`config.mk`:
```
export PLATFORM = sky130hd
export DESIGN_NAME = axis_video_pattern_gen
export DESIGN_NICKNAME = d
export VERILOG_FILES = /design/src/rtl/axis_video_pattern_gen.sv
export SDC_FILE = /design/constraint.sdc
export NUM_CORES = 1
export LEC_CHECK = 0
export ABC_AREA = 1
export CORE_MARGIN = 2
export CORE_UTILIZATION = 50
export DETAILED_ROUTE_END_ITERATION = 8
export MAX_ROUTING_LAYER = met4
export PLACE_DENSITY = 0.7
export SLEW_MARGIN = 20
export SYNTH_ARGS = -nofsm -noshare
export SYNTH_HDL_FRONTEND = slang
export SYNTH_SLANG_ARGS = --single-unit
```
`constraint.sdc`:
```
create_clock -name clk -period 3.5 [get_ports clk]
set_input_delay 0.35 -clock clk [delete_from_list [all_inputs] [get_ports clk]]
set_output_delay 0.35 -clock clk [all_outputs]
set_load 0.02 [all_outputs]
```
`src/rtl/axis_video_pattern_gen.sv`:
```
// rtl/axis_video_pattern_gen.sv - AXI4-Stream synthetic video frame source
//
// Emits FRAME_WIDTH x FRAME_HEIGHT frames of generated pixels. The stream marks
// the first pixel of each frame with tuser and the last pixel of each line with
// tlast. It honours tready and can insert idle gaps between lines and frames.
//
// Ports:
//   clk            clock, rising edge
//   rst_n          asynchronous active-low reset
//   enable         1 = stream frames, 0 = stop at the next frame boundary
//   pattern_sel    0 h-ramp, 1 v-ramp, 2 8x8 checker, 3 LFSR (latched per frame)
//   m_axis_tdata   pixel value
//   m_axis_tvalid  pixel valid
//   m_axis_tlast   last pixel of a line
//   m_axis_tuser   first pixel of a frame
//   m_axis_tready  downstream ready
//   frame_done     one-cycle pulse after the last pixel of a frame is accepted
//   frame_cnt      completed frames, wraps at 16 bits

module axis_video_pattern_gen #(
    parameter int DATA_WIDTH   = 8,
    parameter int FRAME_WIDTH  = 640,
    parameter int FRAME_HEIGHT = 512,
    parameter int HGAP_CYCLES  = 0,
    parameter int VGAP_CYCLES  = 16
) (
    input  logic                  clk,
    input  logic                  rst_n,
    input  logic                  enable,
    input  logic [1:0]            pattern_sel,
    output logic [DATA_WIDTH-1:0] m_axis_tdata,
    output logic                  m_axis_tvalid,
    output logic                  m_axis_tlast,
    output logic                  m_axis_tuser,
    input  logic                  m_axis_tready,
    output logic                  frame_done,
    output logic [15:0]           frame_cnt
);

    localparam int HW       = $clog2(FRAME_WIDTH);
    localparam int VW       = $clog2(FRAME_HEIGHT);
    // A frame gap of zero still costs one cycle so enable can be sampled.
    localparam int VGAP_EFF = (VGAP_CYCLES > 0) ? VGAP_CYCLES : 1;
    localparam int GAP_MAX  = (HGAP_CYCLES > VGAP_EFF) ? HGAP_CYCLES : VGAP_EFF;
    localparam int GW       = $clog2(GAP_MAX + 1);

    localparam logic [HW-1:0] H_LAST    = HW'(FRAME_WIDTH - 1);
    localparam logic [VW-1:0] V_LAST    = VW'(FRAME_HEIGHT - 1);
    localparam logic [GW-1:0] HG_LAST   = GW'((HGAP_CYCLES > 0) ? HGAP_CYCLES - 1 : 0);
    localparam logic [GW-1:0] VG_LAST   = GW'(VGAP_EFF - 1);
    localparam logic [15:0]   LFSR_SEED = 16'hACE1;

    typedef enum logic [1:0] {
        S_IDLE   = 2'd0,
        S_ACTIVE = 2'd1,
        S_HGAP   = 2'd2,
        S_VGAP   = 2'd3
    } state_t;

    state_t                r_state;
    logic [HW-1:0]         r_hcnt;
    logic [VW-1:0]         r_vcnt;
    logic [15:0]           r_lfsr;
    logic [1:0]            r_sel;
    logic [GW-1:0]         r_gap;
    logic [DATA_WIDTH-1:0] r_tdata;
    logic                  r_tvalid;
    logic                  r_tlast;
    logic                  r_tuser;
    logic                  r_frame_done;
    logic [15:0]           r_frame_cnt;

    state_t                w_state_nxt;
    logic                  w_start;
    logic                  w_fire;
    logic                  w_eol;
    logic                  w_eof;
    logic                  w_lfsr_fb;
    logic [HW-1:0]         w_hcnt_nxt;
    logic [VW-1:0]         w_vcnt_nxt;
    logic [15:0]           w_lfsr_nxt;
    logic [1:0]            w_sel_nxt;
    logic [DATA_WIDTH-1:0] w_h_px;
    logic [DATA_WIDTH-1:0] w_v_px;
    logic [DATA_WIDTH-1:0] w_l_px;
    logic                  w_h3;
    logic                  w_v3;
    logic [DATA_WIDTH-1:0] w_pixel;
    logic [DATA_WIDTH-1:0] w_tdata_nxt;
    logic                  w_tvalid_nxt;
    logic                  w_tlast_nxt;
    logic                  w_tuser_nxt;

    // tvalid is only ever high in ACTIVE, so this is the handshake.
    assign w_fire    = r_tvalid & m_axis_tready;
    assign w_eol     = w_fire && (r_hcnt == H_LAST);
    assign w_eof     = w_eol && (r_vcnt == V_LAST);
    // x^16 + x^14 + x^13 + x^11 + 1, shifted left, feedback into bit 0.
    assign w_lfsr_fb = r_lfsr[15] ^ r_lfsr[13] ^ r_lfsr[12] ^ r_lfsr[10];

    // State register
    always_ff @(posedge clk or negedge rst_n) begin
        if (!rst_n) begin
            r_state <= S_IDLE;
        end else begin
            r_state <= w_state_nxt;
        end
    end

    // Next-state logic; w_start marks the cycles where a new frame is launched.
    always_comb begin
        w_state_nxt = r_state;
        w_start     = 1'b0;
        case (r_state)
            S_IDLE: begin
                if (enable) begin
                    w_state_nxt = S_ACTIVE;
                    w_start     = 1'b1;
                end
            end
            S_ACTIVE: begin
                if (w_eof) begin
                    w_state_nxt = S_VGAP;
                end else if (w_eol && (HGAP_CYCLES > 0)) begin
                    w_state_nxt = S_HGAP;
                end
            end
            S_HGAP: begin
                if (r_gap == HG_LAST) begin
                    w_state_nxt = S_ACTIVE;
                end
            end
            S_VGAP: begin
                if (r_gap == VG_LAST) begin
                    if (enable) begin
                        w_state_nxt = S_ACTIVE;
                        w_start     = 1'b1;
                    end else begin
                        w_state_nxt = S_IDLE;
                    end
                end
            end
            default: begin
                w_state_nxt = S_IDLE;
            end
        endcase
    end

    // Position / LFSR / pattern of the pixel that will be presented next cycle.
    // Nothing moves without a fire, which keeps the payload stable under stall.
    always_comb begin
        w_hcnt_nxt = r_hcnt;
        w_vcnt_nxt = r_vcnt;
        w_lfsr_nxt = r_lfsr;
        w_sel_nxt  = r_sel;
        if (w_start) begin
            w_hcnt_nxt = '0;
            w_vcnt_nxt = '0;
            w_lfsr_nxt = LFSR_SEED;
            w_sel_nxt  = pattern_sel;
        end else if (w_fire) begin
            w_lfsr_nxt = {r_lfsr[14:0], w_lfsr_fb};
            if (r_hcnt == H_LAST) begin
                w_hcnt_nxt = '0;
                w_vcnt_nxt = (r_vcnt == V_LAST) ? '0 : r_vcnt + 1'b1;
            end else begin
                w_hcnt_nxt = r_hcnt + 1'b1;
            end
        end
    end

    // Zero-extend / truncate the pattern sources to the pixel width.
    genvar gi;
    generate
        for (gi = 0; gi < DATA_WIDTH; gi++) begin : g_px
            if (gi < HW) begin : g_h
                assign w_h_px[gi] = w_hcnt_nxt[gi];
            end else begin : g_hz
                assign w_h_px[gi] = 1'b0;
            end
            if (gi < VW) begin : g_v
                assign w_v_px[gi] = w_vcnt_nxt[gi];
            end else begin : g_vz
                assign w_v_px[gi] = 1'b0;
            end
            if (gi < 16) begin : g_l
                assign w_l_px[gi] = w_lfsr_nxt[gi];
            end else begin : g_lz
                assign w_l_px[gi] = 1'b0;
            end
        end
        if (HW > 3) begin : g_h3
            assign w_h3 = w_hcnt_nxt[3];
        end else begin : g_h3z
            assign w_h3 = 1'b0;
        end
        if (VW > 3) begin : g_v3
            assign w_v3 = w_vcnt_nxt[3];
        end else begin : g_v3z
            assign w_v3 = 1'b0;
        end
    endgenerate

    // Output logic: next values of the registered stream outputs.
    always_comb begin
        w_pixel      = '0;
        w_tvalid_nxt = (w_state_nxt == S_ACTIVE);
        case (w_sel_nxt)
            2'd0:    w_pixel = w_h_px;
            2'd1:    w_pixel = w_v_px;
            2'd2:    w_pixel = (w_h3 ^ w_v3) ? '1 : '0;
            default: w_pixel = w_l_px;
        endcase
        w_tdata_nxt = w_tvalid_nxt ? w_pixel : '0;
        w_tlast_nxt = w_tvalid_nxt && (w_hcnt_nxt == H_LAST);
        w_tuser_nxt = w_tvalid_nxt && (w_hcnt_nxt == '0) && (w_vcnt_nxt == '0);
    end

    // Datapath and output registers
    always_ff @(posedge clk or negedge rst_n) begin
        if (!rst_n) begin
            r_hcnt       <= '0;
            r_vcnt       <= '0;
            r_lfsr       <= LFSR_SEED;
            r_sel        <= '0;
            r_tdata      <= '0;
            r_tvalid     <= 1'b0;
            r_tlast      <= 1'b0;
            r_tuser      <= 1'b0;
            r_frame_done <= 1'b0;
            r_frame_cnt  <= '0;
        end else begin
            r_hcnt       <= w_hcnt_nxt;
            r_vcnt       <= w_vcnt_nxt;
            r_lfsr       <= w_lfsr_nxt;
            r_sel        <= w_sel_nxt;
            r_tdata      <= w_tdata_nxt;
            r_tvalid     <= w_tvalid_nxt;
            r_tlast      <= w_tlast_nxt;
            r_tuser      <= w_tuser_nxt;
            r_frame_done <= w_eof;
            if (w_eof) begin
                r_frame_cnt <= r_frame_cnt + 1'b1;
            end
        end
    end

    // Gap counter: runs while sitting in HGAP/VGAP, cleared on any transition.
    always_ff @(posedge clk or negedge rst_n) begin
        if (!rst_n) begin
            r_gap <= '0;
        end else if ((r_state == S_HGAP || r_state == S_VGAP) && (w_state_nxt == r_state)) begin
            r_gap <= r_gap + 1'b1;
        end else begin
            r_gap <= '0;
        end
    end

    assign m_axis_tdata  = r_tdata;
    assign m_axis_tvalid = r_tvalid;
    assign m_axis_tlast  = r_tlast;
    assign m_axis_tuser  = r_tuser;
    assign frame_done    = r_frame_done;
    assign frame_cnt     = r_frame_cnt;

endmodule

```
==> metrics.txt <==
mapped cell area roughly 4100 um^2; core area 8090 um^2; largest net degree at the start of global routing 37; global-route usage over all layers 21.9%; CP Class flop to flop; worst hold path class primary input to asynchronous set/reset pin; worst-case clock skew roughly 0.0088 ns; ant diodes 0; Tmin final 2.94 ns; P&R area growth vs syn 14.4%; die outline height 94.7 um; Final Instance Area 4710 um^2; H-tree levels 3; Nets roughly 590; layout cell share with drive strength beyond 1 10.7%; port bufs 33; Least-Margin Pin Slew 0.478 ns; final core utilization 58.1%; synthesized flop and latch total 72; Syn Area/Cell 7.68 um^2; syn_nets 554; num rows 33; global routing usage on met3 4.87%; clock root cell clkbuf_8; crit share post-route ~84%; Post-DRT Antenna Nets 0; vias in the first global route 3276; total power 2.71 mW; Initial Util roughly 51%; global-route wire length before repair between 10000 and 15000 um; vias post-DR 3414; Detailed Route WL between 8000 and 9000 um; Clock Pin Slew Worst Setup and Hold Paths 0.08 ns; die width 94.7 um; vias per cell 4.99; Worst Setup End Kind flop; synth unique cells 33; post_cts resized 0; number of enable flip-flop cells after synthesis 0; Final Setup Violations 0; P_leak 2.47 nW; initial antenna violation count 0; met2 Use GR 34.3%; CTS tree yes; fraction of the yosys area taken by sequential cells 44.0%; Clock Tree Buf Depth 2; # clock sinks 72; Initial DRC Count 230; Critical Path Max Stage Delay approximately 0.41 ns; Post-Place Worst Slack 0.585 ns; Worst-Skew Late Latency 0.35 ns; Num CTS Buffers 9; Residual DRC 0; GRT busiest layer met2; total grt overflow 0; Hold Fails Final Rpt 0; Syn Inst Count 536; setup ws final 0.558 ns; 1st-pass router iterations 4; Async SR Flop Fraction between 90% and 100%; Peak VDD IR 0.000374 V; RSZ-0062 raised after global routing no; sequence of cells on the critical path ha_1, and3_1, ha_1, nand3_1, o21ai_2, nand2_2, inv_2, nand2_1, nand2_1, nor2_1, inv_1, o21ai_0, a21oi_1; final setup TNS 0 ns; DP HPWL 6660 um; Worst setup SP type flop; commonest cells after routing, fill and taps aside nand2_1, inv_1, dfrtp_1; Crit path max-delay family simple AND/OR/NAND/NOR gates; Yosys Warn Count 0; Crit Path Max Fanout 19; Area after DPL 4540 um^2; Crit-path slowest cell dfrtp_1; Ports 34; commonest non-fill, non-tap cell in the layout nand2_1; crit path DAT around 3.2 ns; CP Data Required Time about 3.7 ns; max-cap violations 0; met1 Use GR 28.1%; WP buf/inv 2; Pins Over Slew Limit 0; WL/cell 12.9 um; outcome finished, final reports clean; ys flop type dfrtp_1; Max-slew headroom 68.0%; PwrDens 577 nW/um^2; RePlAce Congestion 0.950; fmax 340 MHz; die area approximately 9000 um^2
[report_power, final]
group          switching (mW)  internal (mW)  total, mW
clock                   0.300          0.250      0.550
combinational           0.630          0.348      0.978
sequential              0.135           1.05       1.19
total                    1.07           1.65       2.71
[logic make-up (layout without fill, tap and decap cells)]
kind of cell,after synthesis,in the layout,share of synthesized area [%]
and+or+nand+nor,260,260,29.6
buffers and inverters,114,157,10.8
DFF,72,72,44.0
AOI/OAI and AO/OA,56,56,7.21
xor gates and xnor gates,20,20,4.26
adders and majority gates,12,12,3.65
muxes,2,2,0.486
[cells in the mapped netlist, types with 2 or more instances]
cell	n	area, um^2
or2_2	2	12.5
nand3_4	3	52.6
xnor2_1	8	70.1
nand2_4	2	22.5
dfrtp_1	64	1600
inv_1	100	375
o21ai_0	37	185
a21oi_1	14	70.1
dfstp_2	8	210
o21ai_2	4	35.0
inv_2	6	22.5
nand2_1	111	417
buf_2	2	10.0
nand3_1	43	215
xor2_1	12	105
ha_1	12	150
nor4_1	4	25.0
nand2_2	10	62.6
clkbuf_1	2	7.51
nor2_1	55	206
nand4_1	6	37.5
nor2_2	6	37.5
nor3_1	12	60.1
nor2_4	3	33.8
mux2i_1	2	20.0
[final cells by class]
cell class	instances	area (um^2)
Clock buffer	11	131
Multi-Input combinational cell	350	1860
Inverter	106	398
Clock inverter	4	22.5
Tap cell	105	131
Timing Repair Buffer	36	350
Sequential cell	72	1810
Fill cell	775	3390
[registers in the layout, summed over array words and instances, names as in the netlist, 2 cells and up]
register,flops
r_hcnt,10
r_sel,2
r_lfsr,16
frame_cnt,16
r_gap,5
r_state,2
r_vcnt,9
m_axis_tdata,8
[final timing paths]
path                            from              end  slack [ns]  cells past startpoint
hold / removal                 rst_n     frame_cnt[8]        0.43                      2
min in group clk           r_lfsr[8]        r_lfsr[8]        0.48                      2
max in group asynchronous      rst_n        r_lfsr[5]        2.27                      3
setup / recovery            r_gap[0]  m_axis_tdata[2]        0.56                     13
setup reg to reg            r_gap[0]  m_axis_tdata[2]        0.56                     13
hold reg to reg            r_lfsr[8]        r_lfsr[8]        0.48                      2
[layer usage]
metal | vias up | part of all wire (%)
met1 | 1589 | 46
met2 | 77 | 48
met3 | 12 | 5.0
li1 | 1736 | -
met5 | - | 0
met4 | 0 | 1.6
[what timing repair did]
action                    in CTS  in global routing
hold buffers                   1                  0
hold endpoints to repair      13                  0
buffers inserted               0                  0
[metrics by stage]
step / hold WS (ns) / instances
3_3_place_gp: 0.263 / 668
4_1_cts: 0.431 / 684
6_report: 0.427 / 684
5_1_grt: 0.465 / 684
2_1_floorplan: 0.0544 / 536
3_5_place_dp: 0.282 / 668
No activity file was read; power rests on OpenSTA's default activity.
